==> config.mk <==
export PLATFORM = sky130hd
export DESIGN_NAME = multicycle_control
export DESIGN_NICKNAME = d
export VERILOG_FILES = /design/src/rtl/multicycle_control.sv
export SDC_FILE = /design/constraint.sdc
export NUM_CORES = 1
export LEC_CHECK = 0
export BUFFER_PORTS_ARGS = -buffer_cell sky130_fd_sc_hd__buf_2
export CAP_MARGIN = 40
export CELL_PAD_IN_SITES_DETAIL_PLACEMENT = 0
export CELL_PAD_IN_SITES_GLOBAL_PLACEMENT = 1
export CORE_MARGIN = 10
export CORE_UTILIZATION = 38
export DETAILED_ROUTE_END_ITERATION = 6
export HOLD_SLACK_MARGIN = 0.15
export PLACE_DENSITY = 0.87
export SLEW_MARGIN = 20
export SYNTH_ARGS = -nofsm -noshare
export SYNTH_HDL_FRONTEND = slang
export SYNTH_SLANG_ARGS = --single-unit
==> constraint.sdc <==
create_clock -name clk -period 3.1 [get_ports clk]
set_input_delay 0.31 -clock clk [delete_from_list [all_inputs] [get_ports clk]]
set_output_delay 0.31 -clock clk [all_outputs]
set_load 0.03 [all_outputs]
==> src/rtl/multicycle_control.sv <==
// Multicycle RV32I control unit: Moore sequencer with registered strobes,
// plus combinational ALU-control and immediate-select decoders.
// PCWrite is the only output that also depends on a live input (zero).
module multicycle_control (
  input  logic       clk,
  input  logic       rst,
  input  logic [6:0] op,
  input  logic [2:0] funct3,
  input  logic       funct7b5,
  input  logic       zero,
  output logic       PCWrite,
  output logic       AdrSrc,
  output logic       MemWrite,
  output logic       IRWrite,
  output logic       RegWrite,
  output logic [1:0] ResultSrc,
  output logic [1:0] ALUSrcA,
  output logic [1:0] ALUSrcB,
  output logic [2:0] ALUControl,
  output logic [1:0] ImmSrc,
  output logic [3:0] state
);

  typedef enum logic [3:0] {
    StFetch    = 4'd0,
    StDecode   = 4'd1,
    StMemAdr   = 4'd2,
    StMemRead  = 4'd3,
    StMemWb    = 4'd4,
    StMemWrite = 4'd5,
    StExecuteR = 4'd6,
    StExecuteI = 4'd7,
    StAluWb    = 4'd8,
    StBeq      = 4'd9,
    StJal      = 4'd10
  } state_e;

  localparam logic [6:0] OpLw    = 7'b0000011;
  localparam logic [6:0] OpSw    = 7'b0100011;
  localparam logic [6:0] OpRType = 7'b0110011;
  localparam logic [6:0] OpIType = 7'b0010011;
  localparam logic [6:0] OpBeq   = 7'b1100011;
  localparam logic [6:0] OpJal   = 7'b1101111;

  typedef struct packed {
    logic       pc_update;
    logic       branch;
    logic       adr_src;
    logic       mem_write;
    logic       ir_write;
    logic       reg_write;
    logic [1:0] result_src;
    logic [1:0] alu_src_a;
    logic [1:0] alu_src_b;
    logic [1:0] alu_op;
  } ctrl_t;

  // Moore strobes for a given state; anything not set stays 0.
  function automatic ctrl_t ctrl_for(state_e s);
    ctrl_t c;
    c = '0;
    case (s)
      StFetch: begin
        c.ir_write   = 1'b1;
        c.pc_update  = 1'b1;
        c.alu_src_b  = 2'b10;
        c.result_src = 2'b10;
      end
      StDecode: begin
        c.alu_src_a = 2'b01;
        c.alu_src_b = 2'b01;
      end
      StMemAdr: begin
        c.alu_src_a = 2'b10;
        c.alu_src_b = 2'b01;
      end
      StMemRead:  c.adr_src = 1'b1;
      StMemWb: begin
        c.result_src = 2'b01;
        c.reg_write  = 1'b1;
      end
      StMemWrite: begin
        c.adr_src   = 1'b1;
        c.mem_write = 1'b1;
      end
      StExecuteR: begin
        c.alu_src_a = 2'b10;
        c.alu_op    = 2'b10;
      end
      StExecuteI: begin
        c.alu_src_a = 2'b10;
        c.alu_src_b = 2'b01;
        c.alu_op    = 2'b10;
      end
      StAluWb:    c.reg_write = 1'b1;
      StBeq: begin
        c.alu_src_a = 2'b10;
        c.alu_op    = 2'b01;
        c.branch    = 1'b1;
      end
      StJal: begin
        c.alu_src_a = 2'b01;
        c.alu_src_b = 2'b10;
        c.pc_update = 1'b1;
      end
      default: c = '0;
    endcase
    return c;
  endfunction

  state_e state_q, state_d;
  ctrl_t  ctrl_q;

  // Next-state sequencing; unused encodings fall back to FETCH.
  always_comb begin
    state_d = StFetch;
    case (state_q)
      StFetch:  state_d = StDecode;
      StDecode: begin
        case (op)
          OpLw, OpSw: state_d = StMemAdr;
          OpRType:    state_d = StExecuteR;
          OpIType:    state_d = StExecuteI;
          OpBeq:      state_d = StBeq;
          OpJal:      state_d = StJal;
          default:    state_d = StFetch;
        endcase
      end
      // op[5] separates sw (1) from lw (0).
      StMemAdr:   state_d = op[5] ? StMemWrite : StMemRead;
      StMemRead:  state_d = StMemWb;
      StExecuteR: state_d = StAluWb;
      StExecuteI: state_d = StAluWb;
      StJal:      state_d = StAluWb;
      default:    state_d = StFetch;
    endcase
  end

  // State and strobes registered together so strobes always match the state.
  always_ff @(posedge clk or posedge rst) begin
    if (rst) begin
      state_q <= StFetch;
      ctrl_q  <= ctrl_for(StFetch);
    end else begin
      state_q <= state_d;
      ctrl_q  <= ctrl_for(state_d);
    end
  end

  // ALU operation from ALUOp and instruction fields.
  always_comb begin
    ALUControl = 3'b000;
    case (ctrl_q.alu_op)
      2'b01: ALUControl = 3'b001;
      2'b10: begin
        case (funct3)
          3'b000:  ALUControl = (op[5] & funct7b5) ? 3'b001 : 3'b000;
          3'b010:  ALUControl = 3'b101;
          3'b110:  ALUControl = 3'b011;
          3'b111:  ALUControl = 3'b010;
          default: ALUControl = 3'b000;
        endcase
      end
      default: ALUControl = 3'b000;
    endcase
  end

  // Immediate format depends only on op so DECODE sees the right immediate.
  always_comb begin
    ImmSrc = 2'b00;
    case (op)
      OpSw:    ImmSrc = 2'b01;
      OpBeq:   ImmSrc = 2'b10;
      OpJal:   ImmSrc = 2'b11;
      default: ImmSrc = 2'b00;
    endcase
  end

  // Output drive; PCWrite mixes in the live zero flag for branches.
  always_comb begin
    PCWrite   = ctrl_q.pc_update | (ctrl_q.branch & zero);
    AdrSrc    = ctrl_q.adr_src;
    MemWrite  = ctrl_q.mem_write;
    IRWrite   = ctrl_q.ir_write;
    RegWrite  = ctrl_q.reg_write;
    ResultSrc = ctrl_q.result_src;
    ALUSrcA   = ctrl_q.alu_src_a;
    ALUSrcB   = ctrl_q.alu_src_b;
    state     = state_q;
  end

endmodule

==> results of run 1 <==
synthesized netlist by cell type:
cell,count
and3_1,2
dfrtp_1,14
buf_4,7
nor4bb_1,1
or2_1,1
xor2_1,1
o21ai_1,3
ha_1,2
nor3_2,1
nor2_1,9
or3_4,1
o211ai_1,1
clkbuf_1,1
nand3_1,5
a2111oi_0,1
o21ai_0,4
nor2_8,1
a21oi_1,1
and2b_1,1
nand3b_2,2
inv_1,4
nand2b_1,1
or4b_4,1
o31ai_1,4
a21o_1,2
nor3b_1,1
dfstp_2,3
and3b_1,1
nor4_1,1
a31o_1,1
nand4b_4,1
nor2b_1,1
nand2_1,7
nor3_1,3
o21ai_2,1
metrics by stage:
step                cells  worst slack (ns)    util  instance area (sq um)
floorplan              91            0.5411       -                  925.9
global placement      144             1.364  0.4700                   1070
detailed placement    144             1.313  0.4700                   1070
CTS                   149             1.302  0.4865                   1107
global route          149             1.156  0.4865                   1107
finish                149             1.299  0.4865                   1107
logic make-up (layout without fill, tap and decap cells):
group | Yosys count | count (layout)
adders and majority gates | 2 | 2
xor gates and xnor gates | 1 | 1
DFF | 17 | 17
AOI/OAI and AO/OA | 18 | 18
and+or+nand+nor | 41 | 41
buffers and inverters | 12 | 42
how the worst max path moves through the flow:
| stage | to | cells past startpoint |
|---|---|---|
| floorplan | ImmSrc[0] | 2 |
| global route | ALUControl[0] | 7 |
| detailed placement | ImmSrc[0] | 4 |
| finish | ALUSrcB[1]$_DFF_PP1_ | 5 |
| global placement | ALUSrcB[0]$_DFF_PP0_ | 5 |
| CTS | ALUSrcB[1]$_DFF_PP1_ | 5 |
worst register-to-register path, cell delays in order (launching register included):
cell and delay, ns:
dfrtp_1 0.43, or2_1 0.37, nor2_8 0.17, nand4b_4 0.14
or4b_4 0.51, o21ai_1 0.11
metal layers:
| metal | global-route usage | vias up |
|---|---|---|
| met5 | 0 | - |
| met4 | 0.04656 | 0 |
| met3 | 0.02568 | 4 |
| met2 | 0.1421 | 22 |
| met1 | 0.09704 | 350 |
| li1 | - | 380 |
registers in the layout (all words and copies together), names as in the netlist:
signal and flops:
IRWrite 1, ALUSrcA 2, RegWrite 1, ResultSrc 1, ALUSrcB 2, ctrl_q 4, state 4, MemWrite 1
AdrSrc 1
layout make-up:
type                            count  area share
Clock buffer                        3     0.02034
Inverter                            4     0.01356
Clock inverter                      1    0.004520
Multi-Input combinational cell     62      0.3842
Sequential cell                    17      0.3876
Tap cell                           28     0.03164
Timing Repair Buffer               34      0.1582
report_power, final:
| group | switching, mW | internal (mW) | total, mW | leakage (nW) |
|---|---|---|---|---|
| Sequential | 0.0403 | 0.278 | 0.319 | 0.220 |
| Combinational | 0.186 | 0.0851 | 0.271 | 0.331 |
| Clock | 0.0681 | 0.0480 | 0.116 | 0.0177 |
==> flow_metrics.py, run 1 <==
metrics = {
    "final_layout": {
        "final_cell_mix": "buf_2, dfrtp_1, nor2_1, nand2_1, nand3_1",
        "diodes": 0,
        "fillers": 216,
        "final_nets": 138,
        "syn2layout_area_growth_pct": 19.59,
        "drive_above_1_share": 0.3967,
        "register_area_sq_um": 429.2,
        "multi_input_area_sq_um": 425.4,
        "mostFrequentLayoutCell": "buf_2",
    },
    "global_routing": {
        "grt_pass1_wl_mm": 3.574,
        "overflow": 0,
        "antenna_found_initial": 0,
        "grt_usage": 0.08638,
        "grt_max_degree": 18,
        "grt_pass1_vias": 810,
    },
    "clocking": {
        "cts_sinks": 17,
        "numCtsBuffers": 3,
        "cts.htree.levels": 1,
        "ctsHoldBuffers": 1,
        "clk_pin_slew_ns": 0.09,
        "cts_tree": "yes",
        "cts_max_path_buffers": 2,
        "insertion_delay_ns": 0.29,
        "clockRootBuffer": "clkbuf_4",
        "cts_resized": 0,
        "cts_setup_buffers": 0,
    },
    "drt": {
        "drc": 0,
        "highest_layer": "met4",
        "met1Wirelength_microns": 878,
        "vias": 756,
        "wirelength_mm": 1.954,
        "drtAntennaViolNets": 0,
        "routed-wl-met2_microns": 901,
        "drtPass1Iterations": 4,
        "wl_per_cell_microns": 13.11,
        "vias_per_cell": 5.074,
        "wl_met3_microns": 128,
        "initialDrtViolationCount": 16,
    },
    "logic_synthesis": {
        "synth_mux_area_frac": 0,
        "ys_types": 35,
        "ys_top_cells_by_area": "dfrtp_1, dfstp_2, buf_4",
        "synth_xor_area_frac": 0.009459,
        "synth-simple-area-share": 0.2946,
        "synth_compound_area_frac": 0.1284,
        "ys_seq_area_frac": 0.4635,
        "synth_warnings": 0,
        "synth_seq_cells": 17,
        "syn_nets": 107,
        "synth_top_family_by_area": "simple AND/OR/NAND/NOR gates",
        "synthAdderAreaFrac": 0.02703,
        "yosysTopAreaCellShare": 0.3784,
        "synth_area_per_cell_sq_um": 10.17,
        "synthCells": 91,
        "synth_top_cell_by_area": "dfrtp_1",
        "synth_area_sq_um": 925.9,
    },
    "placement": {
        "dpl.hpwl_mm": 1.646,
        "numPortBuffers": 33,
        "place.gp.congestion": 0.7988,
    },
    "setup_path": {
        "slowest_stage": "or4b_4",
        "crit_buf_inv": 0,
        "r2r-end": "ALUSrcB[1]$_DFF_PP1_",
        "crit_required_ns": 3.32,
        "cp_slowest_stage_delay_ns": 0.51,
        "critPathArrivalTime_ns": 2.02,
        "worstSetupStartpoint": "state[3]$_DFF_PP0_",
        "r2r_cells": 5,
        "r2r-start": "state[3]$_DFF_PP0_",
        "ff2ff_setup_slack_ns": 1.30,
        "critPathMaxFanout": 6,
        "cp-start-kind": "flop",
        "crit_type": "flop to flop",
        "worst_setup_path_end_kind": "flop",
        "crit_path_cell_trace": "or2_1 > nor2_8 > nand4b_4 > or4b_4 > o21ai_1",
        "crit_family": "simple AND/OR/NAND/NOR gates",
    },
    "floorplanning": {
        "start_util": 0.4068,
        "ios": 34,
        "die-height_microns": 69.36,
        "coreArea_sq_um": 2276,
        "fp.dieArea_sq_um": 4811,
        "rows": 17,
        "die_w_microns": 69.36,
    },
    "worst_hold_path": {
        "hold_class": "input pin to flop",
        "hold_end": "state[1]$_DFF_PP0_",
        "hold_start": "op[5]",
        "holdPathStages": 2,
    },
    "pwr": {
        "powerDensity_nw_per_um2": 637.5,
        "totalPowerFinal_mw": 0.7060,
        "leakage_nw": 0.5685,
        "vdd_drop_max_mv": 0.4366,
    },
    "sta": {
        "finalHoldViolCount": 0,
        "fin_hold_ws_ns": 0.3125,
        "rsz0062_at_grt": "false",
        "period_minus_slack_ns": 1.801,
        "setup_viol": 0,
        "tns_ns": 0,
        "worstMarginPinSlew_ns": 0.5850,
        "relSlewSlack": 0.6047,
        "slew_viol_final": 0,
        "fmax_ghz": 0.5552,
        "finClkSkew_ns": 0.001693,
        "post-route-period-util": 0.5810,
    },
    "flow_run": {
        "drv_cap": 0,
    },
    "status": {
        "status": "complete, no violations",
    },
}
Note: power is estimated with default switching activity, not from simulation.
==> run 2: changes to the inputs <==
--- a/config.mk
+++ b/config.mk
@@ -5,15 +5,17 @@
 export SDC_FILE = /design/constraint.sdc
 export NUM_CORES = 1
 export LEC_CHECK = 0
+export ABC_AREA = 1
 export BUFFER_PORTS_ARGS = -buffer_cell sky130_fd_sc_hd__buf_2
 export CAP_MARGIN = 40
 export CELL_PAD_IN_SITES_DETAIL_PLACEMENT = 0
 export CELL_PAD_IN_SITES_GLOBAL_PLACEMENT = 1
+export CORE_ASPECT_RATIO = 2
 export CORE_MARGIN = 10
-export CORE_UTILIZATION = 38
+export CORE_UTILIZATION = 30
 export DETAILED_ROUTE_END_ITERATION = 6
 export HOLD_SLACK_MARGIN = 0.15
-export PLACE_DENSITY = 0.87
+export PLACE_DENSITY = 0.78
 export SLEW_MARGIN = 20
 export SYNTH_ARGS = -nofsm -noshare
 export SYNTH_HDL_FRONTEND = slang
==> constraint.sdc (replaced) <==
create_clock -name clk -period 1.6 [get_ports clk]
set_input_delay 0.16 -clock clk [delete_from_list [all_inputs] [get_ports clk]]
set_output_delay 0.16 -clock clk [all_outputs]
set_load 0.03 [all_outputs]
==> run 2 against run 1 <==
Against the previous run:
- register-to-register slack lost 1.1 ns
- critical path depth shrank 1
- highest routed layer unchanged
- die area grew 17%
- cell count grew 13%
- power grew 110%
==> flow_metrics.py, run 2 <==
metrics = {
    "status": {
        "status": "complete, no violations",
    },
    "sta": {
        "rsz0062_at_grt": "true",
        "fmax_ghz": 0.6477,
        "slew_viol_final": 0,
        "post-route-period-util": 0.9650,
        "tns_ns": 0,
        "fin_hold_ws_ns": 0.1846,
        "setup_slack_ns": 0.05607,
        "setup_viol": 0,
        "relSlewSlack": 0.6058,
        "finClkSkew_ns": 0.003158,
        "worstMarginPinSlew_ns": 0.5906,
        "period_minus_slack_ns": 1.544,
        "finalHoldViolCount": 0,
    },
    "drt": {
        "drtAntennaViolNets": 0,
        "initialDrtViolationCount": 7,
        "vias": 742,
        "vias_per_cell": 4.391,
        "drtPass1Iterations": 4,
        "drc": 0,
        "wirelength_mm": 2.027,
        "wl_per_cell_microns": 11.99,
    },
    "setup_path": {
        "crit_type": "flop to output port",
        "crit_required_ns": 1.44,
        "critPathMaxFanout": 2,
        "cp-start-kind": "flop",
        "worst_setup_path_end_kind": "output port",
        "critPathArrivalTime_ns": 1.38,
    },
    "logic_synthesis": {
        "synth_top_cell_by_area": "dfrtp_1",
        "ys_top_cells_by_area": "dfrtp_1, nand2_1, dfstp_2",
        "synth_area_sq_um": 874.6,
        "synthCells": 108,
        "ys_types": 19,
        "ys_seq_area_frac": 0.4907,
        "async_reset_ff_frac": 1.000,
        "synth_edf_count": 0,
        "yosys-top-cells-count": "nand2_1, inv_1, nor2_1",
        "synth_seq_cells": 17,
        "synth_area_per_cell_sq_um": 8.098,
        "syn_nets": 124,
        "synth_warnings": 0,
        "yosysTopAreaCellShare": 0.4006,
        "yosys.cell_count.top_type": "nand2_1",
        "ys.flop_type": "dfrtp_1",
    },
    "placement": {
        "numPortBuffers": 33,
        "pre_cts_ws_ns": 0.1791,
        "dpl.hpwl_mm": 1.748,
        "place_inst": 164,
        "place.gp.congestion": 0.8054,
    },
    "global_routing": {
        "grt_max_degree": 18,
        "grt_usage": 0.07386,
        "antenna_found_initial": 0,
        "grt_pass1_wl_mm": 3.312,
        "grt_pass1_vias": 792,
        "overflow": 0,
    },
    "clocking": {
        "insertion_delay_ns": 0.24,
        "cts_max_path_buffers": 2,
        "cts_sinks": 17,
        "cts_setup_buffers": 0,
        "clk_pin_slew_ns": 0.06,
        "cts.htree.levels": 1,
        "cts_tree": "yes",
        "clockRootBuffer": "clkbuf_8",
        "numCtsBuffers": 3,
    },
    "final_layout": {
        "syn2layout_area_growth_pct": 28.33,
        "fin_cells": 169,
        "multi_input_area_sq_um": 345.3,
        "fillers": 302,
        "mostFrequentLayoutCell": "buf_2",
        "register_area_sq_um": 429.2,
        "drive_above_1_share": 0.3786,
        "final_nets": 157,
        "diodes": 0,
        "final_cell_mix": "buf_2, inv_1, nand2_1, nor2_1, dfrtp_1",
    },
    "floorplanning": {
        "rows": 27,
        "coreArea_sq_um": 2770,
        "die_w_microns": 58.18,
        "start_util": 0.3157,
        "die-height_microns": 96.36,
        "ios": 34,
        "fp.dieArea_sq_um": 5606,
    },
    "worst_hold_path": {
        "hold_class": "input pin to flop",
    },
    "pwr": {
        "leakage_nw": 0.6691,
        "powerDensity_nw_per_um2": 1301,
        "vdd_drop_max_mv": 0.4735,
    },
    "flow_run": {
        "drv_cap": 0,
    },
}
run 2: cell count changes in the layout (fill, tap and decap cells not counted), moves of 4 or more:
cell     before  now
inv_1         4   21
nand2_1       7   21
nor2_1        9   15
nand2_2       0    4
o31ai_1       4    0
run 2: cells by family after synthesis:
kind of cell	share of synthesized area
AOI/OAI and AO/OA	0.03719
adders and majority gates	0.02861
buffers and inverters	0.1459
DFF	0.4907
and+or+nand+nor	0.2976
run 2: final cells by class:
type	instances	share of cell area
clock buffer	4	0.04013
multi-input combinational	63	0.3077
inverter	22	0.07358
tap	29	0.03233
sequential	17	0.3824
timing repair buffer	34	0.1639
run 2: per-layer routing:
layer	routed length, microns	up-vias	global-route usage
met5	0	-	0
li1	-	379	-
met1	666	336	0.05887
met3	188	2	0.03298
met4	25	0	0.04134
met2	1147	25	0.1412
run 2: repair_timing:
item                       CTS  global route
hold endpoints to repair    14             0
hold buffers                 1             0
setup endpoints to repair    0             2
resized for setup            0            10
run 2: path summary, 6_finish.rpt:
check / slack, ns / start / cells past startpoint / endpoint
setup / recovery: 0.06 / ctrl_q[0]$_DFF_PP0_ / 4 / ALUControl[2]
hold / removal: 0.18 / op[4] / 3 / ctrl_q[1]$_DFF_PP0_
hold reg to reg: 0.59 / state[1]$_DFF_PP0_ / 2 / RegWrite$_DFF_PP0_
max in group asynchronous: 0.68 / rst / 3 / ALUSrcA[0]$_DFF_PP0_
setup reg to reg: 0.17 / state[1]$_DFF_PP0_ / 10 / ALUSrcB[0]$_DFF_PP0_
min in group asynchronous: 0.53 / rst / 3 / MemWrite$_DFF_PP0_
run 2: stage by stage:
| stage | power (mW) | instance area, sq um | utilization |
|---|---|---|---|
| after detailed placement | 1.173 | 1037 | 0.3744 |
| after CTS | 1.474 | 1092 | 0.3943 |
| after global routing | 1.546 | 1122 | 0.4051 |
| after floorplan | 1.072 | 880.8 | - |
| final | 1.460 | 1122 | 0.4051 |
| after global placement | 1.169 | 1037 | 0.3744 |
run 2: power breakdown:
part           switching, mW  internal [mW]
clock                  0.124          0.176
combinational          0.417          0.160
sequential            0.0401          0.543
total                  0.581          0.879
run 2: worst max-delay path: stages, from the launching register on:
cell,delay (ns)
dfrtp_1,0.38
inv_1,0.06
ha_2,0.29
nor4_4,0.25
buf_6,0.17
==> run 3: changes to the inputs <==
==> constraint.sdc (replaced) <==
create_clock -name clk -period 1.24 [get_ports clk]
set_input_delay 0.124 -clock clk [delete_from_list [all_inputs] [get_ports clk]]
set_output_delay 0.124 -clock clk [all_outputs]
set_load 0.03 [all_outputs]
==> run 3 against run 2 <==
Against the previous run:
- the flow now finishes with violations (setup timing)
- global-route usage up 1.8 points
- combinational power up 72%
- die area unchanged
- largest cell class is now multi-input combinational cells
==> flow_metrics.py, run 3 (same netlist as run 2, synthesis figures left out) <==
metrics = {
    "status": {
        "status": "finished with violations",
        "failed_checks": "setup timing",
    },
    "floorplanning": {
        "die-height_microns": 96.36,
        "die_w_microns": 58.18,
        "start_util": 0.3157,
        "rows": 27,
        "coreArea_sq_um": 2770,
        "ios": 34,
        "fp.dieArea_sq_um": 5606,
    },
    "flow_run": {
        "drv_cap": 0,
    },
    "sta": {
        "slew_viol_final": 0,
        "setup_viol": 9,
        "finClkSkew_ns": 0.001757,
        "setup_slack_ns": -0.2097,
        "worstMarginPinSlew_ns": 0.6145,
        "rsz0062_at_grt": "true",
        "period_minus_slack_ns": 1.450,
        "finalHoldViolCount": 0,
        "relSlewSlack": 0.5899,
        "post-route-period-util": 1.169,
        "fmax_ghz": 0.6898,
    },
    "setup_path": {
        "cp-start-kind": "flop",
        "crit_type": "flop to output port",
        "crit_buf_inv": 3,
        "crit_path_cell_trace": "inv_2 > ha_4 > nand2_4 > buf_6 > nor4_4 > buf_6",
        "cp_common_cell": "buf_6",
        "worst_setup_path_end_kind": "output port",
        "crit_required_ns": 1.12,
        "ff2ff_setup_slack_ns": -0.14,
        "crit_family": "flip-flops",
        "critPathMaxFanout": 2,
        "slowest_stage": "dfrtp_1",
        "cp_slowest_stage_delay_ns": 0.39,
        "critPathArrivalTime_ns": 1.33,
    },
    "pwr": {
        "powerDensity_nw_per_um2": 1464,
        "leakage_nw": 0.8193,
        "totalPowerFinal_mw": 2.153,
        "vdd_drop_max_mv": 0.7367,
    },
    "global_routing": {
        "overflow": 0,
        "grt_pass1_vias": 934,
        "grt_max_degree": 18,
        "grt_usage": 0.09172,
        "antenna_found_initial": 0,
        "grt_pass1_wl_mm": 4.126,
    },
    "clocking": {
        "cts_sinks": 17,
        "clockRootBuffer": "clkbuf_8",
        "numCtsBuffers": 3,
        "cts.htree.levels": 1,
        "cts_tree": "yes",
        "cts_max_path_buffers": 2,
        "clk_pin_slew_ns": 0.06,
        "insertion_delay_ns": 0.25,
    },
    "drt": {
        "vias_per_cell": 4.464,
        "initialDrtViolationCount": 18,
        "met1Wirelength_microns": 767,
        "wl_met3_microns": 194,
        "wirelength_mm": 2.386,
        "drtAntennaViolNets": 0,
        "highest_layer": "met4",
        "vias": 866,
        "wl_per_cell_microns": 12.30,
        "drc": 0,
        "drtPass1Iterations": 2,
        "routed-wl-met2_mm": 1.368,
    },
    "placement": {
        "numPortBuffers": 33,
        "place_area_sq_um": 1212,
        "dpl.hpwl_mm": 1.927,
        "place.gp.congestion": 0.7327,
    },
    "final_layout": {
        "diodes": 0,
        "fillers": 254,
        "fin_area_sq_um": 1470,
        "syn2layout_area_growth_pct": 68.10,
        "mostFrequentLayoutCell": "buf_2",
        "drive_above_1_share": 0.6606,
        "final_nets": 182,
        "fin_util": 0.5307,
        "final_cell_mix": "buf_2, buf_4, inv_1, nand2_1, dfrtp_1",
    },
    "worst_hold_path": {
        "hold_class": "input pin to flop",
    },
}
## run 3: worst min-delay path, cell delays in order
cell and delay, ns:
buf_2 0.11, nand2_2 0.08, nor2_4 0.04, inv_2 0.08
nand3_2 0.07
## run 3: metal layers
layer  global-route usage  up-vias
li1                     -      433
met1              0.07857      401
met2               0.1781       26
met3              0.03034        6
met4              0.04724        0
met5                    0        -
## run 3: path summary, 6_finish.rpt
| check | start | to | depth (start not counted) |
|---|---|---|---|
| worst max-delay path | ctrl_q[0]$_DFF_PP0_ | ALUControl[2] | 6 |
| worst min-delay path | op[4] | ALUSrcA[1]$_DFF_PP0_ | 5 |
| min in group asynchronous | rst | ALUSrcA[0]$_DFF_PP0_ | 3 |
| worst min register to register | state[3]$_DFF_PP0_ | ALUSrcA[0]$_DFF_PP0_ | 5 |
| max in group asynchronous | rst | state[1]$_DFF_PP0_ | 3 |
| worst max register to register | state[1]$_DFF_PP0_ | ALUSrcA[1]$_DFF_PP0_ | 10 |
## run 3: power breakdown
group	switching (mW)	total (mW)	leakage, nW	internal [mW]
Sequential	0.0547	0.759	0.214	0.705
Clock	0.171	0.398	0.0228	0.227
Combinational	0.636	0.995	0.582	0.359
Total	0.862	2.15	0.819	1.29
## run 3: repair_timing
item | 4_1_cts | 5_1_grt
buffers inserted | 5 | 1
resized for setup | 28 | 20
pin swaps | 10 | 10
hold buffers | 1 | 0
cloned | 0 | 0
setup endpoints to repair | 10 | 13
hold endpoints to repair | 14 | 0
## run 3: cell type report
cell class	instances	area [sq um]	share of cell area
Multi-Input combinational cell	63	475.5	0.3234
Sequential cell	17	434.2	0.2953
Timing Repair Buffer	59	396.6	0.2698
Inverter	22	82.58	0.05617
Clock buffer	4	45.04	0.03064
Tap cell	29	36.28	0.02468
## run 3: through the flow
| stage | setup TNS, ns | setup slack [ns] | hold WS, ns | cells |
|---|---|---|---|---|
| finish | -1.144 | -0.2097 | 0.3027 | 194 |
| global route | -2.034 | -0.2682 | 0.3129 | 194 |
| global placement | -0.6115 | -0.1205 | 0.2122 | 184 |
| CTS | -0.9435 | -0.2058 | 0.2773 | 194 |
| floorplan | -0.5689 | -0.1090 | 0.04760 | 108 |
| detailed placement | -0.8027 | -0.1492 | 0.2286 | 184 |
